### src/rtl/piso_serializer.sv
// ---------------------------------------------------------------------------
// piso_serializer
//
// Parallel-in / serial-out transmitter. A WIDTH-bit word is taken through a
// valid/ready handshake and sent one bit per clock on Serial_OUT, framed by
// Shift_EN. Shift_EN is meant to drive a downstream serial-in shift
// register's enable directly. Consecutive words are sent with no idle gap.
//
// Handshake: a word transfers at a rising CLK edge where
//   Data_Valid && Data_Ready. Data_Ready depends only on internal state
//   (never on Data_Valid). A source whose word is not accepted must hold it.
//   Data_IN is sampled only at the transfer edge.
//
// Ports
//   CLK         in   clock, rising edge
//   RST_N       in   synchronous active-low reset
//   Data_IN     in   [WIDTH-1:0] word to send
//   Data_Valid  in   Data_IN is valid
//   Data_Ready  out  a word can be accepted this cycle
//                    (idle, or the last bit of the current word)
//   Serial_OUT  out  registered serial data, 0 when idle
//   Shift_EN    out  registered, high while Serial_OUT carries a valid bit
//   Busy        out  high in SHIFT state (mirrors the FSM state)
//   Done        out  high during the last bit of each word
// ---------------------------------------------------------------------------
module piso_serializer #(
  parameter int WIDTH     = 4,
  parameter bit MSB_FIRST = 1'b1
) (
  input  logic             CLK,
  input  logic             RST_N,
  input  logic [WIDTH-1:0] Data_IN,
  input  logic             Data_Valid,
  output logic             Data_Ready,
  output logic             Serial_OUT,
  output logic             Shift_EN,
  output logic             Busy,
  output logic             Done
);

  localparam int             CW      = $clog2(WIDTH);
  localparam logic [CW-1:0]  LAST    = CW'(WIDTH - 1);
  localparam int             OUT_IDX = MSB_FIRST ? WIDTH - 1 : 0;

  typedef enum logic {
    S_IDLE  = 1'b0,
    S_SHIFT = 1'b1
  } state_e;

  state_e           state_q, state_d;
  logic [WIDTH-1:0] shift_q, shift_d;
  logic [CW-1:0]    cnt_q,   cnt_d;
  logic             serial_q, serial_d;
  logic             shift_en_q, shift_en_d;

  logic             last_bit;
  logic             accept;
  logic [WIDTH-1:0] shifted;

  // -------------------------------------------------------------------------
  // State register
  // -------------------------------------------------------------------------
  always_ff @(posedge CLK) begin
    if (!RST_N) begin
      state_q    <= S_IDLE;
      shift_q    <= '0;
      cnt_q      <= '0;
      serial_q   <= 1'b0;
      shift_en_q <= 1'b0;
    end else begin
      state_q    <= state_d;
      shift_q    <= shift_d;
      cnt_q      <= cnt_d;
      serial_q   <= serial_d;
      shift_en_q <= shift_en_d;
    end
  end

  // -------------------------------------------------------------------------
  // Next-state and datapath
  // -------------------------------------------------------------------------
  always_comb begin
    // Shift toward the output end with zero fill.
    shifted = MSB_FIRST ? (shift_q << 1) : (shift_q >> 1);
    accept  = Data_Valid && Data_Ready;

    state_d = state_q;
    shift_d = shift_q;
    cnt_d   = cnt_q;

    unique case (state_q)
      S_IDLE: begin
        if (accept) begin
          state_d = S_SHIFT;
          shift_d = Data_IN;
          cnt_d   = '0;
        end
      end
      S_SHIFT: begin
        if (!last_bit) begin
          shift_d = shifted;
          cnt_d   = cnt_q + 1'b1;
        end else if (accept) begin
          // Gapless reload: next word's first bit follows the last bit.
          shift_d = Data_IN;
          cnt_d   = '0;
        end else begin
          state_d = S_IDLE;
          shift_d = '0;
          cnt_d   = '0;
        end
      end
      default: begin
        state_d = S_IDLE;
      end
    endcase

    // Serial_OUT and Shift_EN are registered copies of what the next state
    // will present, so they line up with Busy/Done decoded from the flops.
    shift_en_d = (state_d == S_SHIFT);
    serial_d   = (state_d == S_SHIFT) ? shift_d[OUT_IDX] : 1'b0;
  end

  // -------------------------------------------------------------------------
  // Outputs
  // -------------------------------------------------------------------------
  always_comb begin
    last_bit   = (state_q == S_SHIFT) && (cnt_q == LAST);
    Data_Ready = (state_q == S_IDLE) || last_bit;
    Busy       = (state_q == S_SHIFT);
    Done       = last_bit;
    Serial_OUT = serial_q;
    Shift_EN   = shift_en_q;
  end

endmodule

### config.mk
export PLATFORM = sky130hd
export DESIGN_NAME = piso_serializer
export DESIGN_NICKNAME = d
export VERILOG_FILES = /design/src/rtl/piso_serializer.sv
export SDC_FILE = /design/constraint.sdc
export NUM_CORES = 1
export LEC_CHECK = 0
export CORE_AREA = 2 2 39 41
export CTS_BUF_LIST = sky130_fd_sc_hd__clkbuf_2 sky130_fd_sc_hd__clkbuf_4 sky130_fd_sc_hd__clkbuf_8
export CTS_CLUSTER_DIAMETER = 60
export DETAILED_ROUTE_END_ITERATION = 8
export DIE_AREA = 0 0 41 43
export MAX_ROUTING_LAYER = met4
export SLEW_MARGIN = 15
export SYNTH_ARGS = -nofsm -noshare
export SYNTH_HDL_FRONTEND = slang
export SYNTH_SLANG_ARGS = --single-unit
### constraint.sdc
create_clock -name CLK -period 1.4 [get_ports CLK]
set_input_delay 0.21 -clock CLK [delete_from_list [all_inputs] [get_ports CLK]]
set_output_delay 0.21 -clock CLK [all_outputs]
set_load 0.01 [all_outputs]
Word-level counts from Yosys, hierarchy flattened
Index checks and enable logic that the tools add are counted.

cells by class
  add/sub/neg operators = 1
  multiply operators = 0
  div/mod/pow operators = 0
  $lt $le $gt $ge = 0
  eq/ne operators = 2
  shifts and indexed selects = 0
  muxes and demuxes = 10
  bitwise logic cells = 1
  reduce and logical (&&, ||, !) cells = 4

operators by type and width
  kind                                           count
  2-to-1 mux 4 bit                               3
  one-hot mux 4 bit (2 select lines)             1
  2-to-1 mux 2 bit                               2
  one-hot mux 2 bit (2 select lines)             1
  adder 2 x 1 -> 2 bit (second input constant)   1
  equality test 2 bit (second input constant)    1
  logical AND 1 bit                              2
  2-to-1 mux 1 bit                               2
  inequality test 2 bit (second input constant)  1
  one-hot mux 1 bit (2 select lines)             1
  AND reduction 2 bit                            1
  logical OR 1 bit                               1
  inverter 1 bit                                 1

word-level totals
  register bits after elaboration = 8
  latch bits = 0
  bits in writable memories = 0
  ROM bits = 0
  bits of input ports = 7
  output and inout bits = 5
  memories kept = 0

Logic depth before layout (Yosys ltp)
Gate-level depths: netlist (run 1).

  depth in word-level cells = 8
  mapped depth = 5

Worst setup path before layout (run 1)
Ideal clock, no wire load.

  path type = flip-flop to flip-flop
  start point = register cnt_q[0]
  end point = register serial_q (netlist: Serial_OUT)
  setup time = 0.123 ns
  data arrival time = 1.124 ns
  required time = 1.277 ns
  setup slack = 0.152 ns
  cell stages (with the launch flop) = 6
  buffers on the path = 0
  cells stage by stage = dfxtp_1 ha_1 nor2b_4 inv_2 a311oi_2 nor2b_1

on the way
  word-level cells in the longest chain between the ends = 8
  elaborated cells between the ends (all ways) = 12
  classes of those cells = eq/ne: 1; mux: 7; reduce/logical: 4

RTL lines
  item                                line     text
  start, declared                     52       logic [CW-1:0] cnt_q, cnt_d;
  start signal, assigned              73       cnt_q <= cnt_d;
  equality test 2 bit (*)             128      last_bit = (state_q == S_SHIFT) && (cnt_q == LAST);
  logical AND 1 bit (*)               128
  logical OR 1 bit (*)                129      Data_Ready = (state_q == S_IDLE) || last_bit;
  via Data_Ready                      34       output logic Data_Ready,
  logical AND 1 bit (*)               85       accept = Data_Valid && Data_Ready;
  2-to-1 mux 1 bit                    93, 103
  2-to-1 mux 1 bit                    100      if (!last_bit) begin
  one-hot mux 1 bit (2 select lines)  91       unique case (state_q)
  AND reduction 2 bit (no line)       n/a
  end signal, assigned                74       serial_q <= serial_d;
  end, declared                       53       logic serial_q, serial_d;

The timed path passes the listed nets; every way through them passes the cells marked *. The select of a mux whose other input is x is not followed.
A chain may end at the register's enable or synchronous reset.

Worst setup path in the final report (run 1)
  start point = register cnt_q[1]
  end point = output port Data_Ready

on the way
  word-level cells in the longest chain between the ends = 3

RTL lines
  item                 line
  equality test 2 bit  128
  logical AND 1 bit    128
  logical OR 1 bit     129
  end, declared        34

Every way passes these cells.

==> reports/qor.yml, run 1 <==
status: "finished, final reports clean"
drv_slew: 0
yosys_register_bits: 8
fmax_mhz: 744
cts_max_path_buffers: 2
place_hpwl_um: 623
stdcell_count: 73
cts_setup_buffers: 0
grt_start_max_net_pins: 10
finalSetupViolCount: 0
grt_overflow: 0
cp-end-kind: "output port"
ir_drop_mv: 0.313
holdPathStages: 2
cts-root-buf: "clkbuf_4"
clock_sinks: 8
dieHeight_um: 43
synth_warnings: 0
cts.clk_slew.worst_paths_ns: 0.05
final-hold-violation-count: 0
fillers: 140
p_leak_nw: 0.249
path_max_fanout: 3
die_area_um2: 1760
cp.required_ns: 1.19
timing.max_cap.violations: 0
core_um2: 1380
first_pass_iters: 3
cts_htree_levels: 1
rsz0062_at_grt: "no"
design_area_um2: 587
layout-drive-gt1-share_pct: 31.6
place_area_um2: 551
layout.nets: 67
diodes: 0
ctsHoldBuffers: 0
ant_nets: 0
ys_seq_area_share_pct: 41.6
post_synth_num_cell_types: 19
worstRegToRegCells: 6
place_inst: 70
netlist_area_um2: 385
cts-buffers-inserted: 3
critPathLaunchType: "flip-flop"
drc: 0
fin_skew_ns: 0.00591
tightest_slew_ns: 0.285
critPathArrivalTime_ns: 1.13
die_w_um: 41
insertion_delay_ns: 0.25
port_buffers: 11
period_needed_ns: 1.34
syn-num-nets: 47
track_usage_pct: 11.8
routed_wl_um: 797
row_count: 14
grt_pass1_wl_mm: 1.26
avgViaCountPerCell: 4.59
finalWorstSetupSlack_ns: 0.0559
power_mw: 0.529
cts_tree: "yes"
synthCells: 39
relSlewSlack_pct: 81.0
drt-wirelength-per-cell_um: 10.9
dr.first_iter.drc_count: 2
grt_pass1_vias: 318
detailedPlace.worstSlack_ns: -0.0524
pin_count: 12
finish.utilization_pct: 42.4
place.gp.congestion: 0.761
routed-via-count: 335
hold_path.class: "flip-flop to flip-flop"
avgSynthCellArea_um2: 9.88
fin_crit_sh_pct: 96.0
synthToLayoutAreaGrowth_pct: 52.3
power_density_nw_per_um2: 902
antenna_found_initial: 0
start_util_pct: 27.8
critPathKind: "flip-flop to output port"
==> stage by stage <==
stage / hold WS [ns] / TNS (ns)
after floorplan: 0.338 / 0
after global placement: 0.499 / -0.0220
after detailed placement: 0.512 / -0.0821
after CTS: 0.526 / 0
after global routing: 0.546 / 0
final: 0.517 / 0
==> area by class of cell <==
class                      count  area, um^2  share of cell area (%)
timing repair buffer          18         161                    27.5
inverter                       3        11.3                    1.92
multi-input combinational     25         209                    35.6
tap                           16        20.0                    3.41
sequential                     8         163                    27.7
clock buffer                   3        22.5                    3.84
==> cells by family (layout without fill, tap and decap cells) <==
logic type	count (synthesis)	after routing	synth area share, %
and+or+nand+nor	11	11	20.8
adders and majority gates	1	1	3.25
AOI/OAI and AO/OA	12	12	24.3
muxes	1	1	2.60
buffers and inverters	6	24	7.47
DFF	8	8	41.6
==> report_power, final <==
group	total, mW	switching, mW	internal [mW]
clock network	0.173	0.0747	0.0978
registers	0.251	0.00791	0.243
logic	0.106	0.0429	0.0628
total	0.529	0.125	0.404
==> final timing paths <==
kind / startpoint / to / slack, ns
max: cnt_q[1]$_SDFFE_PN0P_ / Data_Ready / 0.06
min reg2reg: shift_q[0]$_SDFFE_PN0P_ / shift_q[1]$_SDFFE_PN0P_ / 0.52
max reg2reg: cnt_q[1]$_SDFFE_PN0P_ / shift_q[3]$_SDFF_PN0_ / 0.09
min: shift_q[0]$_SDFFE_PN0P_ / shift_q[1]$_SDFFE_PN0P_ / 0.52
==> placed cells by master (no fill, tap or decap), types with 2 or more instances in the layout <==
cell type,synthesis,layout
clkdlybuf4s50_1,0,7
buf_4,1,7
dfxtp_1,8,6
nor2b_1,5,5
a21oi_1,3,3
a32oi_1,3,3
clkbuf_4,0,3
nor3b_1,2,2
inv_1,2,2
a21o_1,2,2
o31ai_1,2,2
dfxtp_2,0,2
dlygate4sd2_1,0,2
==> critical path: stages, from the launching register on <==
cell,delay (ns)
dfxtp_2,0.33
ha_4,0.17
nor2b_4,0.12
inv_2,0.05
clkdlybuf4s15_2,0.22
==> layer usage <==
layer  routed length (um)  part of all wire (%)  up-vias  global-route usage, %
met5                    0                     0        -                      -
met4                   27                   3.4        0                   10.0
met1                  341                    43      148                   12.3
met2                  394                    49        8                   15.6
li1                     -                     -      177                      -
met3                   34                   4.3        2                   6.28
==> state kept, by name, indices dropped and copies added, names as in the netlist <==
signal,cells
Serial_OUT,1
cnt_q,2
Shift_EN,1
shift_q,4
==> synth_stat cells (all sizes together) <==
library cell | instances | area [um^2]
dfxtp | 8 | 160
nor2b | 6 | 45.0
a21oi | 3 | 15.0
a32oi | 3 | 26.3
buf | 3 | 17.5
inv | 3 | 11.3
a21o | 2 | 15.0
nor3b | 2 | 15.0
o31ai | 2 | 15.0
a311oi | 1 | 15.0
and2 | 1 | 7.51
and3b | 1 | 8.76
ha | 1 | 12.5
mux2i | 1 | 10.0
nor2 | 1 | 3.75
o21a | 1 | 7.51
==> what timing repair did <==
action                     in CTS  in global routing
resized for setup               8                  3
pin swaps                       1                  0
setup endpoints to repair       5                  2
hold endpoints to repair        0                  0
Power figures use the tool's default switching activity.
==> run 2, diff against run 1 <==
Settings changed: GPL_ROUTABILITY_DRIVEN set to 1.
==> results of run 2 <==
Same layout as run 1: the final DEF is identical, and so are final timing and power.
==> run 3, diff against run 2 <==
Settings changed: ABC_AREA set to 0, CTS_CLUSTER_DIAMETER 60 to 50.
==> results of run 3 <==
Same layout as run 1: the final DEF is identical, and so are final timing and power.
